## config.mk

```make
export PLATFORM = sky130hd
export DESIGN_NAME = fetch_unit
export DESIGN_NICKNAME = d
export VERILOG_FILES = /design/src/rtl/core_pkg.sv /design/src/rtl/fetch_queue.sv /design/src/rtl/fetch_unit.sv
export SDC_FILE = /design/constraint.sdc
export NUM_CORES = 1
export LEC_CHECK = 0
export ABC_AREA = 1
export CELL_PAD_IN_SITES_DETAIL_PLACEMENT = 0
export CELL_PAD_IN_SITES_GLOBAL_PLACEMENT = 2
export CORE_MARGIN = 2
export CORE_UTILIZATION = 35
export DETAILED_ROUTE_END_ITERATION = 8
export HOLD_SLACK_MARGIN = 0.08
export PLACE_DENSITY = 0.89
export SLEW_MARGIN = 20
export SYNTH_ARGS = -nofsm -noshare
export SYNTH_HDL_FRONTEND = slang
export SYNTH_SLANG_ARGS = --single-unit
```

## constraint.sdc

```tcl
create_clock -name clk -period 6.1 [get_ports clk]
set_input_delay 0.61 -clock clk [delete_from_list [all_inputs] [get_ports clk]]
set_output_delay 0.61 -clock clk [all_outputs]
set_load 0.01 [all_outputs]
```

## src/rtl/core_pkg.sv

```systemverilog
// Core-wide widths and the fetch bundle type shared by the front end.
package core_pkg;

  localparam int XLEN         = 32;
  localparam int FETCH_WIDTH  = 2;
  localparam int BUNDLE_BYTES = 4 * FETCH_WIDTH;

  typedef struct {
    logic [XLEN-1:0] pc;
    logic [XLEN-1:0] instr [FETCH_WIDTH];
  } fetch_bundle_t;

endpackage

```

## src/rtl/fetch_queue.sv

```systemverilog
// Small synchronous FIFO of fetch bundles; head is visible combinationally.
// Flush wins over push and pop; a push into a full queue or a pop from an empty one is ignored.
module fetch_queue
  import core_pkg::*;
#(
  parameter int DEPTH = 4
) (
  input  logic                     clk,
  input  logic                     reset,
  input  logic                     push,
  input  fetch_bundle_t            push_bundle,
  input  logic                     pop,
  input  logic                     flush,
  output fetch_bundle_t            head,
  output logic [$clog2(DEPTH):0]   count
);

  localparam int AW = $clog2(DEPTH);
  localparam int CW = AW + 1;

  fetch_bundle_t mem [DEPTH];
  logic [AW-1:0] wr_ptr;
  logic [AW-1:0] rd_ptr;
  logic          do_push;
  logic          do_pop;

  assign do_push = push && !flush && (count != CW'(DEPTH));
  assign do_pop  = pop && !flush && (count != '0);
  assign head    = mem[rd_ptr];

  always_ff @(posedge clk) begin
    if (do_push) begin
      mem[wr_ptr] <= push_bundle;
    end
  end

  // Pointers wrap naturally because DEPTH is a power of two.
  always_ff @(posedge clk or posedge reset) begin
    if (reset) begin
      wr_ptr <= '0;
      rd_ptr <= '0;
      count  <= '0;
    end else if (flush) begin
      wr_ptr <= '0;
      rd_ptr <= '0;
      count  <= '0;
    end else begin
      if (do_push) wr_ptr <= wr_ptr + AW'(1);
      if (do_pop)  rd_ptr <= rd_ptr + AW'(1);
      count <= count + CW'(do_push) - CW'(do_pop);
    end
  end

endmodule

```

## src/rtl/fetch_unit.sv

```systemverilog
// Fetch PC, single-outstanding imem request tracking, stale-response drop, and queue head to decode.
// Requests only issue when a queue slot is reserved for them, so the queue never overflows.
module fetch_unit
  import core_pkg::*;
#(
  parameter logic [XLEN-1:0] RESET_PC = '0,
  parameter int              FQ_DEPTH = 4
) (
  input  logic                        clk,
  input  logic                        reset,
  output logic                        imem_req_valid,
  output logic [XLEN-1:0]             imem_req_addr,
  input  logic                        imem_req_ready,
  input  logic                        imem_resp_valid,
  input  logic [XLEN*FETCH_WIDTH-1:0] imem_resp_data,
  input  logic                        redirect_valid,
  input  logic [XLEN-1:0]             redirect_pc,
  input  logic                        fetch_stall_req,
  output logic [FETCH_WIDTH-1:0]      if_valid,
  output logic [XLEN*FETCH_WIDTH-1:0] if_pc,
  output logic [XLEN*FETCH_WIDTH-1:0] if_instr
);

  localparam int CW = $clog2(FQ_DEPTH) + 1;

  logic [XLEN-1:0] pc_q;
  logic [XLEN-1:0] req_pc_q;
  logic            out_q;
  logic            drop_q;

  logic [CW-1:0]   count;
  fetch_bundle_t   head;
  fetch_bundle_t   push_bundle;
  logic            nonempty;
  logic            pop;
  logic            resp_live;
  logic            push;
  logic            accept;
  logic [CW:0]     used;

  always_comb begin
    push_bundle.pc = req_pc_q;
    for (int i = 0; i < FETCH_WIDTH; i++) begin
      push_bundle.instr[i] = imem_resp_data[i*XLEN +: XLEN];
    end
  end

  assign nonempty  = (count != '0);
  assign pop       = nonempty && !fetch_stall_req;
  assign resp_live = imem_resp_valid && out_q;
  assign push      = resp_live && !drop_q;

  // Slots held by buffered bundles plus the in-flight request, less the one leaving this cycle.
  assign used = {1'b0, count} + {{CW{1'b0}}, out_q} - {{CW{1'b0}}, pop};

  assign imem_req_valid = !reset && !redirect_valid
                          && (used < (CW+1)'(FQ_DEPTH))
                          && (!out_q || push);
  assign imem_req_addr  = pc_q;
  assign accept         = imem_req_valid && imem_req_ready;

  always_ff @(posedge clk or posedge reset) begin
    if (reset) begin
      pc_q     <= RESET_PC;
      req_pc_q <= '0;
      out_q    <= 1'b0;
      drop_q   <= 1'b0;
    end else if (redirect_valid) begin
      pc_q   <= redirect_pc;
      drop_q <= out_q && !imem_resp_valid;
      out_q  <= out_q && !imem_resp_valid;
    end else begin
      if (accept) begin
        out_q    <= 1'b1;
        pc_q     <= pc_q + XLEN'(BUNDLE_BYTES);
        req_pc_q <= pc_q;
      end else if (resp_live) begin
        out_q <= 1'b0;
      end
      if (resp_live && drop_q) begin
        drop_q <= 1'b0;
      end
    end
  end

  fetch_queue #(
    .DEPTH (FQ_DEPTH)
  ) u_fetch_queue (
    .clk         (clk),
    .reset       (reset),
    .push        (push),
    .push_bundle (push_bundle),
    .pop         (pop),
    .flush       (redirect_valid),
    .head        (head),
    .count       (count)
  );

  for (genvar i = 0; i < FETCH_WIDTH; i++) begin : g_lane
    assign if_valid[i]               = nonempty;
    assign if_pc[i*XLEN +: XLEN]     = nonempty ? head.pc + XLEN'(4 * i) : '0;
    assign if_instr[i*XLEN +: XLEN]  = nonempty ? head.instr[i] : '0;
  end

endmodule
```

==> metrics.md <==
| Metric | Value |
|---|---|
| Status | `finished clean` |
| Initial DRC count | `782` |
| CP Capture Type | `output pin` |
| Postcts setup bufs | `0` |
| Worst setup path end | `if_pc[60]` |
| Root buffer cell | `clkbuf_16` |
| Die Wd | `245 um` |
| Final setup margin | `about 1.1 ns` |
| Met3 WL | `between 2000 and 3000 um` |
| Slew @ Worst Pin | `0.950 ns` |
| Inserted Clock Buffers | `between 40 and 50` |
| CORE AREA | `57700 um2` |
| Fill count | `between 5000 and 6000` |
| Drt drc | `0` |
| Max-cap viol count | `0` |
| CP arrival | `roughly 4.4 ns` |
| Post-Synth Adder-Cell Area | `0.773%` |
| WL/cell | `17.9 um` |
| Antenna Nets Post-Route | `0` |
| Register bit count reported by yosys | `about 460` |
| Main combinational cell family by area after synthesis | `simple AND/OR/NAND/NOR gates` |
| Syn-to-layout area delta | `23.8%` |
| Startpoint Class | `flip-flop` |
| Crit path max fanout | `99` |
| Worst rel slew slack | `about 37%` |
| Final setup fails | `0` |
| R2R Path Start | `u_fetch_queue.count[1]` |
| Post-Syn Instances | `2044` |
| Final TNS setup | `0 ns` |
| Worst vdd ir | `roughly 0.00034 V` |
| Most used flip-flop cell after synthesis | `edfxtp_1` |
| Clk_skew | `0.0239 ns` |
| Placed Cells incl. Taps | `around 3000` |
| Placement Rows | `88` |
| DP Wirelength | `34900 um` |
| Min Tclk post-route | `4.98 ns` |
| Die height | `~250 um` |
| Gr usage total | `18.1%` |
| Number of synthesis warnings | `0` |
| Clock Path Buffers | `3` |
| Worst EP required | `5.49 ns` |
| Cell Area, Synth | `20400 um2` |
| Sequential area share after synthesis | `between 60% and 70%` |
| Crit path from | `u_fetch_queue.rd_ptr[0]` |
| Switching power | `~3.4 mW` |
| Fmax | `201 MHz` |
| Complex-gate fraction of the synthesized area | `7.15%` |
| XOR/XNOR share of the synthesized area | `less than 1%` |
| # hold bufs at CTS | `0` |
| Layout cell share with drive strength beyond 1 | `6.10%` |
| Initial Utilization | `35.4%` |
| Clock sinks | `457` |
| RSZ-0062 raised after global routing | `false` |
| HP Start | `req_pc_q[18]` |
| Pint | `6.63 mW` |
| First-pass DRT Iterations | `5` |
| Via count | `roughly 15000` |
| Async S/R FF share, synth | `16.0%` |
| Avg Cell Area, Syn | `9.98 um2` |
| Setup WS pre-CTS | `about 1.8 ns` |
| Final nets | `2389` |
| Worst r2r dst | `imem_req_addr[17]` |
| Gr ovfl total | `0` |
| Vias per Instance | `4.86` |
| Number of global-route vias before repair | `14600` |
| GPL Wtd Cong | `approximately 0.84` |
| Tcrit/Tclk final | `81.6%` |
| Most common cell in the netlist | `nand2_1` |
| CTS tree | `done` |
| Finished Layout Cells | `3077` |
| Routed wl met2 | `about 27000 um` |
| Post-synthesis mux area share | `0%` |
| Clk pin slew, worst setup/hold paths | `0.06 ns` |
| Net count after synthesis | `2158` |
| Synth unique cells | `38` |
| Post-synth EDFFs | `roughly 380` |
| Worst skew pair latency | `0.59 ns` |
| Area share of the largest cell type after synthesis | `56.5%` |
| First-pass GRT wire length | `between 80000 and 90000 um` |
| Top layer in use | `met5` |
| Count of final hold-check violations | `0` |
| I/O Pins | `265` |
| CTS HTree Levels | `2` |
| PD cells | `399 nW/um2` |
| Leakage | `about 9.5 nW` |
| Logic pwr share | `31.7%` |
| Top post-synthesis cells by area | `edfxtp_1 (57%), nand2_1 (9.1%), dfrtp_1 (9.0%), nor2_1 (7.0%), o21ai_0 (4.8%)` |
| Largest net degree at the start of global routing | `approximately 110` |
| Max Slew Vio Count | `0` |
| Register share of total power | `40.3%` |
| Initial antenna violation count | `2` |
| Switching Fraction | `34.2%` |
| Worst Reg-to-Reg Cells | `13` |
| Yosys top cell by area | `edfxtp_1` |
| Synth Area in Simple Gates | `21.2%` |
| Buffers on Ports | `264` |
| Met1 wire length | `24000 um` |
| Kind of critical path | `flip-flop to output pin` |
| Wirelength, routed | `54900 um` |
| Hold crit path type | `flip-flop to flip-flop` |
| Flop2flop setup slack | `3.01 ns` |
| Post-CTS resize count | `0` |
| Clk pwr share | `28.0%` |
| Die Area | `between 60000 and 70000 um2` |
| Commonest cells in the netlist | `nand2_1 (493), edfxtp_1 (384), nor2_1 (382)` |
power by group through the flow:
stage	sequential, mW	clock (mW)	combinational, mW
after floorplan	3.96	0	1.78
final	4.06	2.82	3.19
after global placement	4.10	0	3.22
after CTS	4.06	2.90	3.25
after global routing	4.10	3.01	3.52
after detailed placement	4.12	0	3.24
flip-flops by register name, indices dropped and copies added, names as in the netlist:
name                  flops
u_fetch_queue.mem       384
u_fetch_queue.wr_ptr      2
u_fetch_queue.count       3
u_fetch_queue.rd_ptr      2
req_pc_q                 32
drop_q                    1
imem_req_addr            32
out_q                     1
worst min-delay path by stage:
stage                                          end  depth (start not counted)
after CTS                 u_fetch_queue.mem[0][71]                          0
after global routing      u_fetch_queue.mem[3][69]                          0
after global placement    u_fetch_queue.mem[1][71]                          0
final                     u_fetch_queue.mem[0][82]                          0
after detailed placement  u_fetch_queue.mem[3][71]                          0
after floorplan           u_fetch_queue.mem[0][64]                          0
area by class of cell:
type / count / area, um2 / area share, %
clock buffers: 67 / 1320 / 5.24
inverters: 114 / 438 / 1.73
flip-flops and latches: 457 / 13400 / 52.9
repair buffers: 282 / 2850 / 11.3
multi-input cells: 1372 / 6100 / 24.2
diodes: 1 / 2.50 / 0.00991
well taps: 765 / 957 / 3.79
clock inverters: 19 / 213 / 0.843
critical path: stages, from the launching register on:
cell and delay (ns):
dfrtp_4 0.97, inv_8 0.38, nand2_1 0.15, o211ai_1 0.11, nand2_2 0.16, ha_1 0.20
nand3_1 0.13, nor2_2 0.20, nand3_2 0.15, nor2_1 0.28, nand2_1 0.09, nand2_1 0.06
nand2_1 0.06, nor2_1 0.16, clkdlybuf4s50_1 0.59
layout by cell type, fill, tap and decap left out, types with 4 or more instances in the layout:
cell type,n
nand3_2,4
buf_4,12
dfrtp_1,71
o21ai_0,195
edfxtp_1,384
nand4_1,14
clkinv_2,5
clkbuf_16,48
nor3_1,14
buf_12,6
nor2_1,378
nor2_2,15
clkdlybuf4s50_1,263
clkinv_1,6
nand2_2,17
clkbuf_1,14
a21oi_1,84
nor2_4,6
inv_1,108
clkbuf_8,5
nand2_1,493
nand3_1,108
xor2_1,14
ha_1,11
per-layer routing:
metal	GRT usage (%)	up-vias
met1	23.8	7200
li1	-	7316
met3	2.89	82
met5	0	-
met2	30.8	362
met4	5.74	2
cells by family (layout without fill, tap and decap cells):
family	Yosys count	count (layout)
AND/OR/NAND/NOR	1058	1058
flip-flops	457	457
XOR/XNOR	15	15
adder cells (fa/ha/maj)	12	12
AO/OA/AOI/OAI	287	287
buffers and inverters	215	482
other	0	1
per-stage QoR:
stage | area [um2] | util, % | hold WS, ns | power, mW
floorplan | 20400 | - | 0.476 | 5.74
finish | 25200 | 43.8 | 0.524 | 10.1
detailed placement | 23700 | 41.1 | 0.512 | 7.35
CTS | 25200 | 43.8 | 0.527 | 10.2
global placement | 23700 | 41.1 | 0.493 | 7.32
global route | 25200 | 43.8 | 0.548 | 10.6
Note: power is estimated with default switching activity, not from simulation.
